==> config.mk <==
export PLATFORM = sky130hd
export DESIGN_NAME = loop_nest_scheduler
export DESIGN_NICKNAME = d
export VERILOG_FILES = /design/src/rtl/loop_nest_scheduler.sv
export SDC_FILE = /design/constraint.sdc
export NUM_CORES = 1
export LEC_CHECK = 0
export BUFFER_PORTS_ARGS = -buffer_cell sky130_fd_sc_hd__buf_2
export CAP_MARGIN = 20
export CORE_ASPECT_RATIO = 1.2
export CORE_MARGIN = 2
export CORE_UTILIZATION = 38
export CTS_CLUSTER_SIZE = 28
export DETAILED_ROUTE_END_ITERATION = 6
export GPL_TIMING_DRIVEN = 0
export PLACE_DENSITY = 0.65
export SLEW_MARGIN = 5
export SYNTH_ARGS = -nofsm -noshare
export SYNTH_HDL_FRONTEND = slang
export SYNTH_SLANG_ARGS = --single-unit
export TNS_END_PERCENT = 30
==> constraint.sdc <==
create_clock -name clk -period 12.6 [get_ports clk]
set_clock_uncertainty 0.15 [all_clocks]
set_input_delay 1.26 -clock clk [delete_from_list [all_inputs] [get_ports clk]]
set_output_delay 1.26 -clock clk [all_outputs]
set_load 0.02 [all_outputs]
==> src/rtl/loop_nest_scheduler.sv <==
// Issues one iteration of a DIMS-deep loop nest every II enabled cycles; trips latched at start.
// Latency: first valid in the start cycle (0), then one issue per II enabled cycles; done 1 cycle after last.
// Backpressure: en_i low stalls the II counter and suppresses valid; LOOP_NEST_RESTART_EN lets start abort a running nest.
module loop_nest_scheduler #(
    parameter int DIMS = 2,
    parameter int W    = 16,
    parameter int II   = 1
) (
    input  logic              clk,
    input  logic              rst,
    input  logic              start_i,
    input  logic              en_i,
    input  logic [DIMS*W-1:0] trip_i,
    output logic              valid_o,
    output logic [DIMS*W-1:0] idx_o,
    output logic              last_o,
    output logic              busy_o,
    output logic              done_o
);

    typedef enum logic [1:0] {S_IDLE, S_RUN, S_DONE} state_t;

    localparam int            CW      = (II > 1) ? $clog2(II) : 1;
    localparam logic [CW-1:0] CNT_MAX = CW'(II - 1);

`ifdef LOOP_NEST_RESTART_EN
    localparam bit RESTART = 1'b1;
`else
    localparam bit RESTART = 1'b0;
`endif

    state_t                 state_q, state_d;
    logic [DIMS-1:0][W-1:0] trip_q, trip_d, idx_q, idx_d, trip_in, idx_step;
    logic [CW-1:0]          cnt_q, cnt_d;
    logic                   accept, empty_in, all_one_in, step_last, carry;

    assign trip_in = trip_i;

    // Mixed-radix increment of the last issued index, dim 0 fastest.
    always_comb begin
        idx_step  = idx_q;
        carry     = 1'b1;
        step_last = 1'b1;
        for (int d = 0; d < DIMS; d++) begin
            if (carry) begin
                if (idx_q[d] == trip_q[d] - W'(1)) begin
                    idx_step[d] = '0;
                end else begin
                    idx_step[d] = idx_q[d] + W'(1);
                    carry       = 1'b0;
                end
            end
            if (idx_step[d] != trip_q[d] - W'(1))
                step_last = 1'b0;
        end
    end

    always_comb begin
        empty_in   = 1'b0;
        all_one_in = 1'b1;
        for (int d = 0; d < DIMS; d++) begin
            if (trip_in[d] == '0)
                empty_in = 1'b1;
            if (trip_in[d] != W'(1))
                all_one_in = 1'b0;
        end
    end

    always_comb begin
        state_d = state_q;
        trip_d  = trip_q;
        idx_d   = idx_q;
        cnt_d   = cnt_q;
        valid_o = 1'b0;
        last_o  = 1'b0;
        busy_o  = (state_q == S_RUN);
        done_o  = (state_q == S_DONE);
        accept  = start_i && ((state_q != S_RUN) || RESTART);

        if (state_q == S_DONE)
            state_d = S_IDLE;

        if (accept) begin
            trip_d = trip_in;
            cnt_d  = '0;
            if (empty_in) begin
                state_d = S_DONE;
            end else begin
                valid_o = 1'b1;
                last_o  = all_one_in;
                idx_d   = '0;
                state_d = all_one_in ? S_DONE : S_RUN;
            end
        end else if (state_q == S_RUN && en_i) begin
            if (cnt_q == CNT_MAX) begin
                cnt_d   = '0;
                valid_o = 1'b1;
                last_o  = step_last;
                idx_d   = idx_step;
                if (step_last)
                    state_d = S_DONE;
            end else begin
                cnt_d = cnt_q + CW'(1);
            end
        end

        idx_o = idx_d;
        // Reset beats a same-cycle issue: nothing is reported as issued.
        if (rst) begin
            valid_o = 1'b0;
            last_o  = 1'b0;
        end
    end

    always_ff @(posedge clk) begin
        if (rst) begin
            state_q <= S_IDLE;
            trip_q  <= '0;
            idx_q   <= '0;
            cnt_q   <= '0;
        end else begin
            state_q <= state_d;
            trip_q  <= trip_d;
            idx_q   <= idx_d;
            cnt_q   <= cnt_d;
        end
    end

endmodule

# [After elaboration in Yosys (flattened, before gate mapping)]
# Index checks and enable logic that the tools add are counted.
[classes] n_addsub=5 multipliers=0 div=0 order_cmp=0 eq_ne=9 shifts=0 mux=32 bitwise=0 reduce_logical=5
[ops] op="32-bit 2-to-1 mux" n=4
[ops] op="16-bit 2-to-1 mux" n=3
[ops] op="16-bit by 1-bit adder with 16-bit output, second input constant" n=2
[ops] op="16-bit == test" n=2
[ops] op="16-bit zero test" n=2
[ops] op="16-bit by 1-bit != test with 1-bit output, second input constant" n=2
[ops] op="16-bit != test" n=2
[ops] op="16-bit by 1-bit subtractor with 16-bit output, second input constant" n=2
[ops] op="1-bit 2-to-1 mux" n=18
[ops] op="2-bit 2-to-1 mux" n=7
[ops] op="2-bit by 1-bit == test with 1-bit output, second input constant" n=1
[ops] op="2-bit == test, second input constant" n=1
[ops] op="1-bit logical AND" n=2
[ops] op="2-bit by 1-bit != test with 1-bit output, second input constant" n=1
[ops] op="2-bit OR reduction" n=1
[ops] op="1-bit adder, second input constant" n=1
[word_totals] register_bits=67 latch_bits=0 ramBits=0 mem_bits_ro=0 input_bits=36 out_inout_bits=36 wordCells=57 memories=0

# [Logic depth before layout (Yosys ltp)]
# Gate-level depths: netlist of the first run.
[logic_depth] depth_word=10 mapped_depth=17 mapped_depth_nobuf=14

# [Least setup slack after synthesis of the first run]
# Ideal clock, no wire load.
[synth_timing] path_type="flip-flop to output port" startpoint="register trip_q[16] in the netlist's numbering" endpoint="output port last_o" arrival_time_ps=5053 required_ps=11190 setup_slack_ps=6137 stages_incl_launch_ff=17 n_path_buf=2 cell_sequence="dfxtp_1 buf_2 inv_1 ha_1 or4b_2 clkbuf_1 nor4_2 xnor3_1 nand2b_1 nor4b_1 nand4_1 mux2i_1 or4_1 and2_1 or4_1 or4_4 a21oi_2"
[synth_via] elab_chain_cells=10
[synth_rtl] element="start: declaration" line="33" rtl="logic [DIMS-1:0][W-1:0] trip_q, trip_d, idx_q, idx_d, trip_in, idx_step;"
[synth_rtl] element="start signal: assignment" line="123" rtl="trip_q <= trip_d;"
[synth_rtl] element="16-bit by 1-bit subtractor with 16-bit output *" line="46, 53"
[synth_rtl] element="16-bit == test" line="46" rtl="if (idx_q[d] == trip_q[d] - W'(1)) begin"
[synth_rtl] element="16-bit 2-to-1 mux" line="46"
[synth_rtl] element="16-bit 2-to-1 mux" line="45" rtl="if (carry) begin"
[synth_rtl] element="16-bit != test *" line="53" rtl="if (idx_step[d] != trip_q[d] - W'(1))"
[synth_rtl] element="1-bit 2-to-1 mux *" line="53"
[synth_rtl] element="1-bit 2-to-1 mux *" line="95" rtl="if (cnt_q == CNT_MAX) begin"
[synth_rtl] element="1-bit 2-to-1 mux *" line="94" rtl="end else if (state_q == S_RUN && en_i) begin"
[synth_rtl] element="1-bit 2-to-1 mux *" line="83" rtl="if (accept) begin"
[synth_rtl] element="1-bit 2-to-1 mux *" line="109" rtl="if (rst) begin"
[synth_rtl] element="end: declaration" line="16" rtl="output logic last_o,"
# Mark *: on every way between the ends. The rest lies on a longest branch, timed or not.

# [Worst setup path in the final report of the first run]
# Same ends and word-level chain as after synthesis.

==> results of run 1 <==
stage by stage:
step | power (uW) | hold slack [ps] | setup WS [ps]
after detailed placement | 578.3 | 348.5 | 5073
after global placement | 577.9 | 342.8 | 5095
after global routing | 930.0 | 383.5 | 4351
final | 883.1 | 356.6 | 4615
after floorplan | 484.1 | 319.6 | 6137
after CTS | 882.4 | 356.1 | 4707
worst max-delay path, delay by kind of cell (launching register included):
kind	cells	cell delay, ps
buf+inv	4	660
compound gates	1	130
flops	1	290
simple gates	9	4400
xor+xnor	1	260
mux	1	290
fa+ha+maj	1	170
layer usage:
metal  track usage (%)  part of all wire (%)  up-vias
li1                  -                     -     3298
met1             30.58                    39     3099
met2             44.02                    48      282
met3             4.912                   7.3       83
met4             15.17                   5.8        0
met5                 0                     0        -
area by class of cell:
cell class	count	area, sq um
multi-input cells	729	4537
repair buffers	71	355.3
plain buffers	65	250.2
clock inverters	6	113.9
flip-flops and latches	66	1321
well taps	208	260.3
clock buffers	10	239.0
fillers	1683	8592
inverters	9	33.78
final timing paths:
| check | start | endpoint | slack, ps | cells past startpoint |
|---|---|---|---|---|
| worst min register to register | trip_q[1]$_SDFFE_PP0P_ | trip_q[1]$_SDFFE_PP0P_ | 360 | 2 |
| worst min-delay path | trip_q[1]$_SDFFE_PP0P_ | trip_q[1]$_SDFFE_PP0P_ | 360 | 2 |
| worst max register to register | trip_q[16]$_SDFFE_PP0P_ | state_q[0]$_SDFF_PP0_ | 6160 | 16 |
| worst max-delay path | trip_q[16]$_SDFFE_PP0P_ | last_o | 4610 | 17 |
synthesized netlist by cell type (6+ instances only):
| cell | n | area share (%) |
|---|---|---|
| sky130_fd_sc_hd__nand2_1 | 135 | 8.3 |
| sky130_fd_sc_hd__dfxtp_1 | 66 | 22 |
| sky130_fd_sc_hd__a21oi_1 | 62 | 5.1 |
| sky130_fd_sc_hd__nor2_1 | 60 | 3.7 |
| sky130_fd_sc_hd__clkbuf_1 | 55 | 3.4 |
| sky130_fd_sc_hd__o21ai_0 | 54 | 4.4 |
| sky130_fd_sc_hd__nor2b_1 | 41 | 4.2 |
| sky130_fd_sc_hd__xnor2_1 | 40 | 5.7 |
| sky130_fd_sc_hd__nand3_1 | 33 | 2.7 |
| sky130_fd_sc_hd__xor2_1 | 33 | 4.7 |
| sky130_fd_sc_hd__nor3_1 | 19 | 1.5 |
| sky130_fd_sc_hd__and3_1 | 18 | 1.8 |
| sky130_fd_sc_hd__nor4_1 | 18 | 1.8 |
| sky130_fd_sc_hd__nand4_1 | 14 | 1.4 |
| sky130_fd_sc_hd__o31ai_1 | 13 | 1.6 |
| sky130_fd_sc_hd__and2_1 | 12 | 1.2 |
| sky130_fd_sc_hd__or4_1 | 12 | 1.5 |
| sky130_fd_sc_hd__nand2b_1 | 11 | 1.1 |
| sky130_fd_sc_hd__inv_1 | 9 | 0.55 |
| sky130_fd_sc_hd__or3_1 | 9 | 0.92 |
| sky130_fd_sc_hd__a211o_1 | 8 | 1.1 |
| sky130_fd_sc_hd__o211ai_1 | 8 | 0.98 |
| sky130_fd_sc_hd__a22o_1 | 7 | 1.0 |
| sky130_fd_sc_hd__mux2i_1 | 6 | 0.98 |
| sky130_fd_sc_hd__nor3b_1 | 6 | 0.73 |
| sky130_fd_sc_hd__o22ai_1 | 6 | 0.61 |
kinds of logic (layout without fill, tap and decap cells):
family | count (synthesis) | count (layout) | share of synthesized area, %
and+or+nand+nor | 424 | 424 | 36.24
AOI/OAI and AO/OA | 212 | 212 | 22.06
xor gates and xnor gates | 81 | 81 | 13.40
DFF | 66 | 66 | 21.51
muxes | 8 | 8 | 1.344
buffers and inverters | 74 | 161 | 4.624
adders and majority gates | 4 | 4 | 0.8149
sequential cells by signal (all words and copies together) (netlist names):
register and flops:
idx_q 32, state_q 2, trip_q 32
power breakdown:
group | switching (uW) | total [uW] | internal [uW] | leakage [uW]
registers | 13.2 | 233 | 220 | 0.000537
logic | 221 | 351 | 130 | 0.00207
clock network | 100 | 299 | 199 | 0.000165
total | 335 | 883 | 548 | 0.00277
==> results by stage, run 1 <==
Timing:
- The number of pins exceeding their max-slew limit in the final report is 0.
- The final period utilization is 63.38%.
- Static timing analysis puts the maximum clock frequency at 125.2 MHz.
- The post-layout minimum cycle time is 7985 ps.
- In this run the tightest slew margin relative to its limit is 36.37%.
- The worst-margin pin slew is 941.2 ps.
- Adding up every negative setup slack in the final design gives 0 ps.
- Setup violations remaining at the end of the flow were counted as 0.
- Setup repair after global routing left no endpoint under its margin.
- The hold violation total from the final report is 0.

Logic synthesis:
- The share of synthesized flip-flops with an asynchronous set or reset is 0%.
- When the netlist entered floorplanning its net count stood at 909.
- The post-synthesis average cell area is 7.068 sq um.
- For this run, the leading register cell type out of synthesis is sky130_fd_sc_hd__dfxtp_1.
- The synthesized netlist cell count is 869.
- The Yosys step of the flow raised 0 warnings.
- The number of different library cells used by synthesis comes to 70.
- In this run, synthesis produced a sequential element count of 66.
- Counting flops with a built-in enable in the synthesized netlist gives 0.
- Sequential cells were found to cover 21.51% of the synthesized design area.
- The synthesized netlist occupies a cell area of 6142 sq um.

Cells and area:
- The number of antenna diodes in the final layout is 0.
- The number of standard cells in the final layout excluding fillers is 1,164.
- The post-route cell area is 7111 sq um.
- At the end of the flow, the number of nets in the layout was 991.
- Leaving out fill and tap cells, the most frequent cell in the layout is sky130_fd_sc_hd__nand2_1.
- Cells with a size suffix above 1 make up 11.82% of the layout.
- The top cell types in the final layout, fill and taps aside, are sky130_fd_sc_hd__nand2_1 (135), sky130_fd_sc_hd__buf_2 (76), sky130_fd_sc_hd__dfxtp_1 (66).
- From synthesis to final layout, the design area changed by 15.77%.
- Once layout is complete, the utilization of the core stands at 45.28%.

Floorplan:
- The initial core utilization is 39.12%.
- The area inside the core boundary is 15,700 sq um.
- The die is 120.1 microns wide.
- The die boundary height is 143.3 microns.
- The count of boundary I/O pins is 72.
- The die covers 17,200 sq um.
- The number of cell rows is 50.

Detailed routing:
- The final route contains 6,762 vias.
- In the final routed layout, each cell accounts on average for 19.29 microns.
- After detailed routing, the number of remaining DRC violations is 0.
- The aggregate routed wire length is 22,450 microns.
- The average via count per standard cell is 5.809.
- The initial DRC count is 482.
- Before antenna repair, the detailed router went through 6 iterations.
- The count of nets left with antenna violations once routing finished came out at 0.

Min path:
- In this run the worst hold path is classified as reg -> reg.

Clock network:
- The tree is rooted in a sky130_fd_sc_hd__clkbuf_16.
- The latest clock arrival within the worst-skew pair is 350 ps.
- In this run, CTS created clock tree buffers numbering 9.
- The number of levels the H-tree was split into is 3.
- TritonCTS built the clock tree.
- The clock passes through at most 2 buffers.
- Buffers added to address setup during post-CTS repair amount to 0.
- The number of gates given a new drive strength after cts is 0.
- Buffers inserted to repair hold after CTS numbered 0.
- For this design, the sink count on the clock tree is 66.
- Clock-pin slew was measured on the worst setup and hold paths at 60 ps.

GRT:
- For this run, the total global-route usage over all layers was measured as 26.01%.
- Entering global routing, the biggest net connects 13 pins.
- The number of antenna violations at the first check in global routing is 0.
- The wire length of the first global-routing pass is 34,560 microns.
- Summed over all layers, the global routing overflow is 0.
- The number of global-route vias before repair is 6,265.

Worst setup path:
- Of all nets on the critical path, the largest fanout is 10.
- Data on the critical path arrives at its endpoint at 6580 ps.
- The critical path's slowest cell is sky130_fd_sc_hd__nor4b_1.
- The required time at the worst-slack endpoint is 11,190 ps.
- The biggest cell delay along the critical path is 770 ps.
- The critical path goes through buf_2 > inv_1 > ha_1 > or4b_2 > clkbuf_1 > nor4_2 > xnor3_1 > nand2b_1 > nor4b_1 > nand4_1 > mux2i_1 > or4_1 > and2_1 > or4_1 > or4_4 > a21oi_2 > buf_2.
- The kind of start point of the critical path is a register.
- The worst setup path is captured at an output pin.
- The critical setup path kind is reg -> out.

Placed design:
- The instance count after placement with tap cells included is 1,148.
- The count of buffers added on input and output ports is 71.
- Once placement finished, the instance area stood at 6758 sq um.
- The post-DP HPWL is 17,530 microns.
- The final estimated routing congestion in global placement is 1.010.

Power and ir drop:
- In this run the static leakage power is 0.002774 uW.
- The total power divided by cell area is 124.2 nW/um^2.
- IR analysis of the VDD net gives a maximum drop of 0.07033 mV.

Flow run:
- Across the run, the number of max-cap violations was 0.

Status:
- The run finished with clean final reports.
(Power assumes the default switching activity.)
==> run 2, diff against run 1 <==
ABC_AREA = 1   (was not set)
PLACE_DENSITY = 0.67   (was 0.65)
clock period = 6.5 ns   (was 12.6 ns; I/O delays follow)
==> results by stage, run 2 <==
Worst setup path:
- The critical path in this run is classified as reg -> out.
- The required time at the worst-slack endpoint is 5700 ps (-5490 ps).
- The number of cells on the worst reg-to-reg path is 22 (+6).
- The type of destination of the critical path is an output pin.
- The data arrival time of the critical path is 3800 ps (-2780 ps).
- The signal on the critical path passes through inv_2 > ha_1 > nand2_2 > o21ai_1 > nand2_1 > nand2_1 > nand2_1 > inv_1 > nand2_1 > nor2_1 > nand3_2 > buf_2 > nand2_1 > nand2_2 > nand3b_1 > nand2_1 > nor2_1 > nand3_1 > nor2_1 > nand2_1 > a21oi_1 > buf_2.
- Tracing the worst setup path back leads to its startpoint at trip_q[16]$_SDFFE_PP0P_.
- The most numerous cell type found on the critical path is sky130_fd_sc_hd__nand2_1.
- The kind of start point of the critical path is a register.
- The destination of the worst register-to-register timing path is state_q[0]$_SDFF_PP0_.
- The startpoint of the worst register-to-register path is trip_q[16]$_SDFFE_PP0P_.
- Following the worst setup path forward leads to its endpoint at last_o.
- The minimum setup slack among reg-to-reg paths is 2960 ps (-3200 ps).
- The biggest cell delay along the critical path was 370 ps (-400 ps).
- The largest driver fanout on the critical path is 10 (unchanged).
- The slowest stage of the critical path belongs to the cell sky130_fd_sc_hd__o21ai_1.

Logic synthesis:
- The synthesized design spends more area on one cell type than any other, namely sky130_fd_sc_hd__nand2_1.
- The sequential cell area fraction in the yosys report is 22.40% (+0.89 points).
- The share of the synthesized area in the top cell type is 25.90% (+4.4 points).
- sky130_fd_sc_hd__nand2_1 is the most common cell in the netlist.
- The post-synthesis average cell area came to 5.478 sq um (-23%).
- In the post-synthesis netlist, the biggest area contributors are sky130_fd_sc_hd__nand2_1 (26%), sky130_fd_sc_hd__dfxtp_1 (22%), sky130_fd_sc_hd__nand3_1 (11%).
- The yosys synthesis warning count was 0 (unchanged).
- The synthesized netlist cell count was 1,077 (+24%).
- Counting instances in the post-synthesis netlist gives the leading cell types as sky130_fd_sc_hd__nand2_1 (407), sky130_fd_sc_hd__nand3_1 (132), sky130_fd_sc_hd__inv_1 (121).
- The leading register cell type out of synthesis is sky130_fd_sc_hd__dfxtp_1.
- The synthesized flop and latch total is 66 (unchanged).
- The cell area after synthesis is 5899 sq um (-4.0%).
- The share of synthesized flip-flops with an asynchronous set or reset is 0% (unchanged).
- The post-synthesis net count was 1,117 (+23%).
- The count of distinct cell types in the synthesized netlist came to 34 (-51%).
- The number of enable flip-flop cells after synthesis is 0 (unchanged).

Clock network:
- The number of levels the H-tree was split into is 3 (unchanged).
- The latest clock arrival within the worst-skew pair is 360 ps (about the same).
- The number of clock sinks is 66 (unchanged).
- The number of buffers on the longest clock path is 2 (unchanged).
- The setup fix buffers added after clock tree synthesis is 0 (unchanged).
- The number of buffers added to fix hold violations after cts came to 0 (unchanged).
- The number of buffers created by CTS is 9 (unchanged).
- The CTS tree is built.
- The number of gates given a new drive strength after cts was 0 (unchanged).
- The clock tree root driver cell is sky130_fd_sc_hd__clkbuf_16.
- The clock transition time at the flip-flop clock pins of the worst setup and hold paths is 60 ps (about the same).

Cells and area:
- The sequential cell area came to 1321 sq um (unchanged).
- The area growth from synthesis to final layout is 14.87%.
- The fraction of layout cells with a size suffix above 1 is 11.52% (-0.30 points).
- The filler cell count in the final layout was 1,753 (+4.2%).
- The most frequent standard cell in the layout excluding fill and tap cells is sky130_fd_sc_hd__nand2_1.
- The largest registers in the layout are idx_q (32), trip_q (32), state_q (2).
- The total number of nets in the final design was 1,198 (+21%).
- The area of combinational cells with multiple inputs is 3945 sq um (-13%).
- Leaving out fill and tap cells, the most frequent cells in the layout are sky130_fd_sc_hd__nand2_1 (407), sky130_fd_sc_hd__nand3_1 (132), sky130_fd_sc_hd__inv_1 (121).
- The count of antenna diodes in the layout is 0 (unchanged).

Timing:
- The final sum of negative setup slack is 0 ps (unchanged).
- The maximum achievable frequency is 217.5 MHz.
- The final period utilization is 70.75%.
- The final hold slack is 337.0 ps (-19.66 ps).
- The hold violation total from the final report is 0 (unchanged).
- Setup repair after global routing left no endpoint under its margin.
- The post-layout minimum cycle time is 4599 ps.
- The number of pins exceeding their max-slew limit in the final report is 0 (unchanged).
- The setup-violating endpoint count in the final report came to 0 (unchanged).
- The worst path setup slack after routing came to 1901 ps (-2713 ps).
- The relative max-transition margin is 58.72% (+22 points).
- The worst-margin pin slew is 619.2 ps (-322.0 ps).

GRT:
- The final global-route overflow total was 0 (unchanged).
- The wire length of the first global-routing pass was 31,290 microns (-9.4%).
- The routing usage on met3 is 3.746% (-1.2 points).
- The met1 track demand over resource is 24.73% (-5.8 points).
- The number of antenna violations at the first check in global routing is 0 (unchanged).
- The number of global-route vias before repair is 6,622 (+5.7%).
- The pin count of the biggest net entering global routing was 13 (unchanged).
- The fraction of met2 tracks used by global routing is 45.65% (+1.6 points).
- The global routing's busiest layer is met2.
- The global router's overall resource usage is 23.84% (-2.2 points).

Placed design:
- The pre-CTS setup slack is 2330 ps (-2743 ps).
- The post-DP HPWL was 15,780 microns (-10%).
- The final estimated routing congestion in global placement came to 0.9283 (-8.1%).
- The number of port buffers came to 70 (-1.4%).

Status:
- The flow ran to the end, and the final reports show no timing, DRC or antenna violations.

Detailed routing:
- The final antenna-violating net count is 0 (unchanged).
- The average via count per standard cell was 5.054 (-13%).
- The average wire per standard cell is 14.04 microns (-27%).
- The initial DRC count was 469 (-2.7%).
- The number of detailed-route iterations in the first pass is 5 (-1).
- The number of vias in the routed layout is 6,909 (+2.2%).
- The aggregate routed wire length came to 19,190 microns (-15%).
- The detailed-route DRC error count is 0 (unchanged).

Power and ir drop:
- The leakage power of the design is 0.003486 uW (+26%).
- The total power divided by cell area is 189.5 nW/um^2 (+53%).
- The overall power consumption came to 1284 uW (+45%).
- The worst IR drop on VDD is 0.1157 mV (+65%).

Floorplan:
- The initial core utilization is 39.12% (about the same).
- The die boundary height is 140.5 microns (-1.9%).
- The die width is 117.7 microns (-1.9%).
- The die outline area is 16,540 sq um (-3.8%).
- The number of cell rows is 49 (-2.0%).
- The count of boundary I/O pins is 72 (unchanged).
- The area inside the core boundary is 15,080 sq um (-4.0%).

Flow run:
- The max-capacitance violation count is 0 (unchanged).

Min path:
- The type of the worst min-delay path is reg -> reg.
## run 2: changes by cell type in the layout (fill, tap and decap cells not counted), moves of 11 or more
cell / change
sky130_fd_sc_hd__and2_1: -11
sky130_fd_sc_hd__and3_1: -17
sky130_fd_sc_hd__clkbuf_1: -32
sky130_fd_sc_hd__inv_1: +112
sky130_fd_sc_hd__nand2_1: +272
sky130_fd_sc_hd__nand2b_1: -11
sky130_fd_sc_hd__nand3_1: +99
sky130_fd_sc_hd__nor2_1: +28
sky130_fd_sc_hd__nor2_2: +11
sky130_fd_sc_hd__nor2b_1: -41
sky130_fd_sc_hd__o31ai_1: -13
sky130_fd_sc_hd__or4_1: -12
sky130_fd_sc_hd__xnor2_1: -37
## run 2: cells by family after synthesis
logic type / after synthesis / synth area share [%]
AOI/OAI and AO/OA: 119 / 10.10
xor gates and xnor gates: 28 / 4.157
adders and majority gates: 4 / 0.8484
buffers and inverters: 159 / 10.73
DFF: 66 / 22.40
and+or+nand+nor: 701 / 51.77
## run 2: worst min-delay path by stage
stage	from	end	slack, ps	cells after the start
floorplan	trip_q[15]$_SDFFE_PP0P_	trip_q[15]$_SDFFE_PP0P_	310	2
global placement	trip_q[15]$_SDFFE_PP0P_	trip_q[15]$_SDFFE_PP0P_	330	2
detailed placement	trip_q[15]$_SDFFE_PP0P_	trip_q[15]$_SDFFE_PP0P_	330	2
CTS	trip_q[15]$_SDFFE_PP0P_	trip_q[15]$_SDFFE_PP0P_	340	2
global route	trip_q[15]$_SDFFE_PP0P_	trip_q[15]$_SDFFE_PP0P_	400	2
finish	trip_q[15]$_SDFFE_PP0P_	trip_q[15]$_SDFFE_PP0P_	340	2
## run 2: final cells by class
cell class              instances  share of cell area [%]
plain buffers                  31                   2.216
repair buffers                 70                   5.170
inverters                     128                   7.127
flip-flops and latches         66                   19.50
clock buffers                  10                   3.379
multi-input cells             852                   58.22
well taps                     204                   3.767
clock inverters                 6                  0.6278
## run 2: metal layers
metal | up-vias | wire [microns]
met4 | 0 | 878
met1 | 3113 | 7436
li1 | 3589 | -
met2 | 164 | 10080
met5 | - | 0
met3 | 43 | 792
## run 2: worst max-delay path: cells and delay by family, from the launching register on
kind / cells / cell delay, ps
AO/OA/AOI/OAI: 2 / 540
buffers and inverters: 4 / 630
flip-flops: 1 / 350
adder cells (fa/ha/maj): 1 / 300
AND/OR/NAND/NOR: 15 / 1610
## run 2: stage by stage
step / instances / area [sq um] / util, %
2_1_floorplan: 1077 / 5899 / -
3_5_place_dp: 1351 / 6505 / 43.13
3_3_place_gp: 1351 / 6505 / 43.13
5_1_grt: 1367 / 6777 / 44.93
4_1_cts: 1367 / 6777 / 44.93
6_report: 1367 / 6777 / 44.93
## run 2: where the power goes
part	switching (uW)	total, uW	leakage (uW)	internal, uW
Combinational	256	376	0.00282	120
Sequential	22.0	446	0.000540	423
Clock	204	463	0.000129	259
Total	482	1280	0.00349	803
==> run 3, diff against run 2 <==
PLACE_DENSITY = 0.65   (was 0.67)
clock period = 4.6 ns   (was 6.5 ns; I/O delays follow)
==> results by stage, run 3 (synthesized netlist as in run 2, its figures left out) <==
Status:
- The run finished with clean final reports.

Timing:
- The post-layout minimum cycle time is 4313 ps.
- The setup-violating endpoint count in the final report is 0 (unchanged).
- The final sum of negative setup slack is 0 ps (unchanged).
- The worst-margin pin slew is 629.8 ps (+10.62 ps).
- The final period utilization is 93.76%.
- Setup repair after global routing left no endpoint under its margin.
- The number of pins exceeding their max-slew limit in the final report is 0 (unchanged).
- The relative max-transition margin is 58.01% (-0.71 points).
- The final hold slack is 256.5 ps (-80.45 ps).
- The hold violation total from the final report is 0 (unchanged).
- The worst path setup slack after routing is 287.0 ps (-1614 ps).
- For this run, the top clock speed supported by timing is 231.9 MHz.

Floorplan:
- The initial core utilization was 39.12% (unchanged).
- The die outline area came to 16,540 sq um (unchanged).
- The area inside the core boundary came to 15,080 sq um (unchanged).
- The die boundary height is 140.5 microns (unchanged).
- The number of cell rows is 49 (unchanged).
- The die width came to 117.7 microns (unchanged).
- The count of boundary I/O pins is 72 (unchanged).

Flow run:
- The max-capacitance violation count is 0 (unchanged).

Worst setup path:
- The number of cells on the worst reg-to-reg path is 24 (+9.1%).
- The startpoint of the worst register-to-register path is trip_q[16]$_SDFFE_PP0P_.
- The kind of start point of the critical path is a register.
- The source of the critical timing path is trip_q[16]$_SDFFE_PP0P_.
- The required time at the worst-slack endpoint is 3990 ps (-1710 ps).
- The type of destination of the critical path is an output pin.
- The data arrival time of the critical path is 3700 ps (-100 ps).
- The setup path with the least slack is of type reg -> out.
- The largest driver fanout on the critical path is 10 (unchanged).

Cells and area:
- The area of combinational cells with multiple inputs is 3945 sq um (unchanged).
- The filler cell count in the final layout was 1,719 (-1.9%).
- Leaving out fill and tap cells, the most frequent cells in the layout are sky130_fd_sc_hd__nand2_1 (407), sky130_fd_sc_hd__nand3_1 (132), sky130_fd_sc_hd__inv_1 (121).
- The sequential cell area is 1321 sq um (unchanged).
- The total number of nets in the final design was 1,198 (unchanged).
- The most frequent standard cell in the layout excluding fill and tap cells is sky130_fd_sc_hd__nand2_1.
- The fraction of layout cells with a size suffix above 1 is 11.61% (+0.086 points).
- The post-route cell area came to 6795 sq um (+0.28%).
- The area growth from synthesis to final layout is 15.19%.
- The count of antenna diodes in the layout is 0 (unchanged).
- The largest registers in the layout are idx_q (32), trip_q (32), state_q (2).

Detailed routing:
- The final antenna-violating net count is 0 (unchanged).
- The average wire per standard cell was 14.06 microns (+0.15%).
- The detailed-route DRC error count is 0 (unchanged).
- The initial DRC count is 352 (-25%).
- The aggregate routed wire length is 19,220 microns (+0.15%).
- The number of vias in the routed layout was 6,848 (-0.88%).
- The number of detailed-route iterations in the first pass is 5 (unchanged).
- The average via count per standard cell is 5.010 (-0.88%).

Clock network:
- The cell sitting at the root of the clock tree is a sky130_fd_sc_hd__clkbuf_16.
- The clock transition time at the flip-flop clock pins of the worst setup and hold paths came to 60 ps (about the same).
- The number of clock sinks is 66 (unchanged).
- TritonCTS built the clock tree.
- The setup fix buffers added after clock tree synthesis was 0 (unchanged).
- The latest clock arrival within the worst-skew pair is 350 ps (about the same).
- The number of buffers created by CTS came to 9 (unchanged).
- The number of buffers added to fix hold violations after cts is 0 (unchanged).
- The number of buffers on the longest clock path is 2 (unchanged).
- The number of levels the H-tree was split into is 3 (unchanged).

Placed design:
- The number of port buffers was 70 (unchanged).
- The post-DP HPWL is 15,790 microns (about the same).
- The pre-CTS setup slack was 561.1 ps (-1769 ps).
- The final estimated routing congestion in global placement is 0.9573 (+3.1%).
- The area of placed instances is 6505 sq um (unchanged).

Min path:
- The type of the worst min-delay path is in -> reg.
- The critical hold path startpoint is trip_i[20].
- The number of instances on the worst hold path was 3 (+1).

GRT:
- The number of global-route vias before repair is 6,547 (-1.1%).
- The wire length of the first global-routing pass is 31,120 microns (-0.55%).
- The pin count of the biggest net entering global routing came to 13 (unchanged).
- The number of antenna violations at the first check in global routing is 0 (unchanged).
- The global router's overall resource usage came to 23.80% (-0.048 points).
- The final global-route overflow total was 0 (unchanged).

Power and ir drop:
- The overall power consumption was 1845 uW (+44%).
- The worst IR drop on VDD was 0.2053 mV (+77%).
- The total power divided by cell area came to 271.5 nW/um^2 (+43%).
- The leakage power of the design is 0.003495 uW (+0.27%).
==> run 3: cell types whose count changed in the layout (fill, tap and decap cells not counted) <==
cell                       change
sky130_fd_sc_hd__clkbuf_1      -1
sky130_fd_sc_hd__clkbuf_8      +2
sky130_fd_sc_hd__clkinv_2      -1
sky130_fd_sc_hd__o21ai_0       -1
sky130_fd_sc_hd__o21ai_1       +1
==> run 3: metrics by stage <==
step           std cells  utilization (%)
5_1_grt             1367            45.06
2_1_floorplan       1077                -
3_3_place_gp        1351            43.13
6_report            1367            45.06
4_1_cts             1367            45.06
3_5_place_dp        1351            43.13
==> run 3: layout make-up <==
type | count | share of cell area [%]
Tap cell | 204 | 3.756
Inverter | 128 | 7.107
Clock inverter | 5 | 0.5524
Timing Repair Buffer | 70 | 5.156
Sequential cell | 66 | 19.44
Clock buffer | 11 | 3.719
Multi-Input combinational cell | 852 | 58.06
Buffer | 31 | 2.210
==> run 3: worst paths after layout <==
| path | to | slack, ps |
|---|---|---|
| worst min-delay path | trip_q[20]$_SDFFE_PP0P_ | 260 |
| worst max-delay path | last_o | 290 |
| worst min register to register | trip_q[15]$_SDFFE_PP0P_ | 350 |
| worst max register to register | state_q[0]$_SDFF_PP0_ | 1120 |
==> run 3: critical path, cell delays in order, from the launching register on <==
cell                      delay (ps)
sky130_fd_sc_hd__dfxtp_1         350
sky130_fd_sc_hd__inv_2           110
sky130_fd_sc_hd__ha_1            300
sky130_fd_sc_hd__nand2_2         170
sky130_fd_sc_hd__o21ai_1         310
sky130_fd_sc_hd__nand2_1         160
sky130_fd_sc_hd__nand2_1          90
sky130_fd_sc_hd__nand2_1          70
sky130_fd_sc_hd__inv_1            60
sky130_fd_sc_hd__nand2_1          40
sky130_fd_sc_hd__nor2_1          130
sky130_fd_sc_hd__nand3_2         180
sky130_fd_sc_hd__buf_2           250
sky130_fd_sc_hd__nand2_1          80
sky130_fd_sc_hd__nand2_1          70
sky130_fd_sc_hd__nand2_1          60
sky130_fd_sc_hd__nand2_1          50
sky130_fd_sc_hd__nand2_1          50
sky130_fd_sc_hd__nand2_1          40
sky130_fd_sc_hd__nor2_1          140
sky130_fd_sc_hd__nand2_1          90
sky130_fd_sc_hd__nor2_1           90
sky130_fd_sc_hd__nand2_1         130
sky130_fd_sc_hd__a21oi_1         140
sky130_fd_sc_hd__buf_2           170
==> run 3: layer usage <==
| layer | routed length [microns] | up-vias | track usage (%) |
|---|---|---|---|
| met3 | 714 | 51 | 3.990 |
| met2 | 10160 | 142 | 45.78 |
| met5 | 0 | - | 0 |
| met1 | 7461 | 3057 | 24.55 |
| met4 | 879 | 0 | 12.24 |
| li1 | - | 3598 | - |
==> run 3: repair_timing <==
| item | 4_1_cts | 5_1_grt |
|---|---|---|
| endpoints found under the hold margin | 0 | 0 |
| resized for setup | 0 | 1 |
| endpoints found under the setup margin | 0 | 1 |
==> run 3: power breakdown <==
part / switching (uW) / internal, uW
sequential: 31.3 / 598
clock: 288 / 396
combinational: 361 / 170
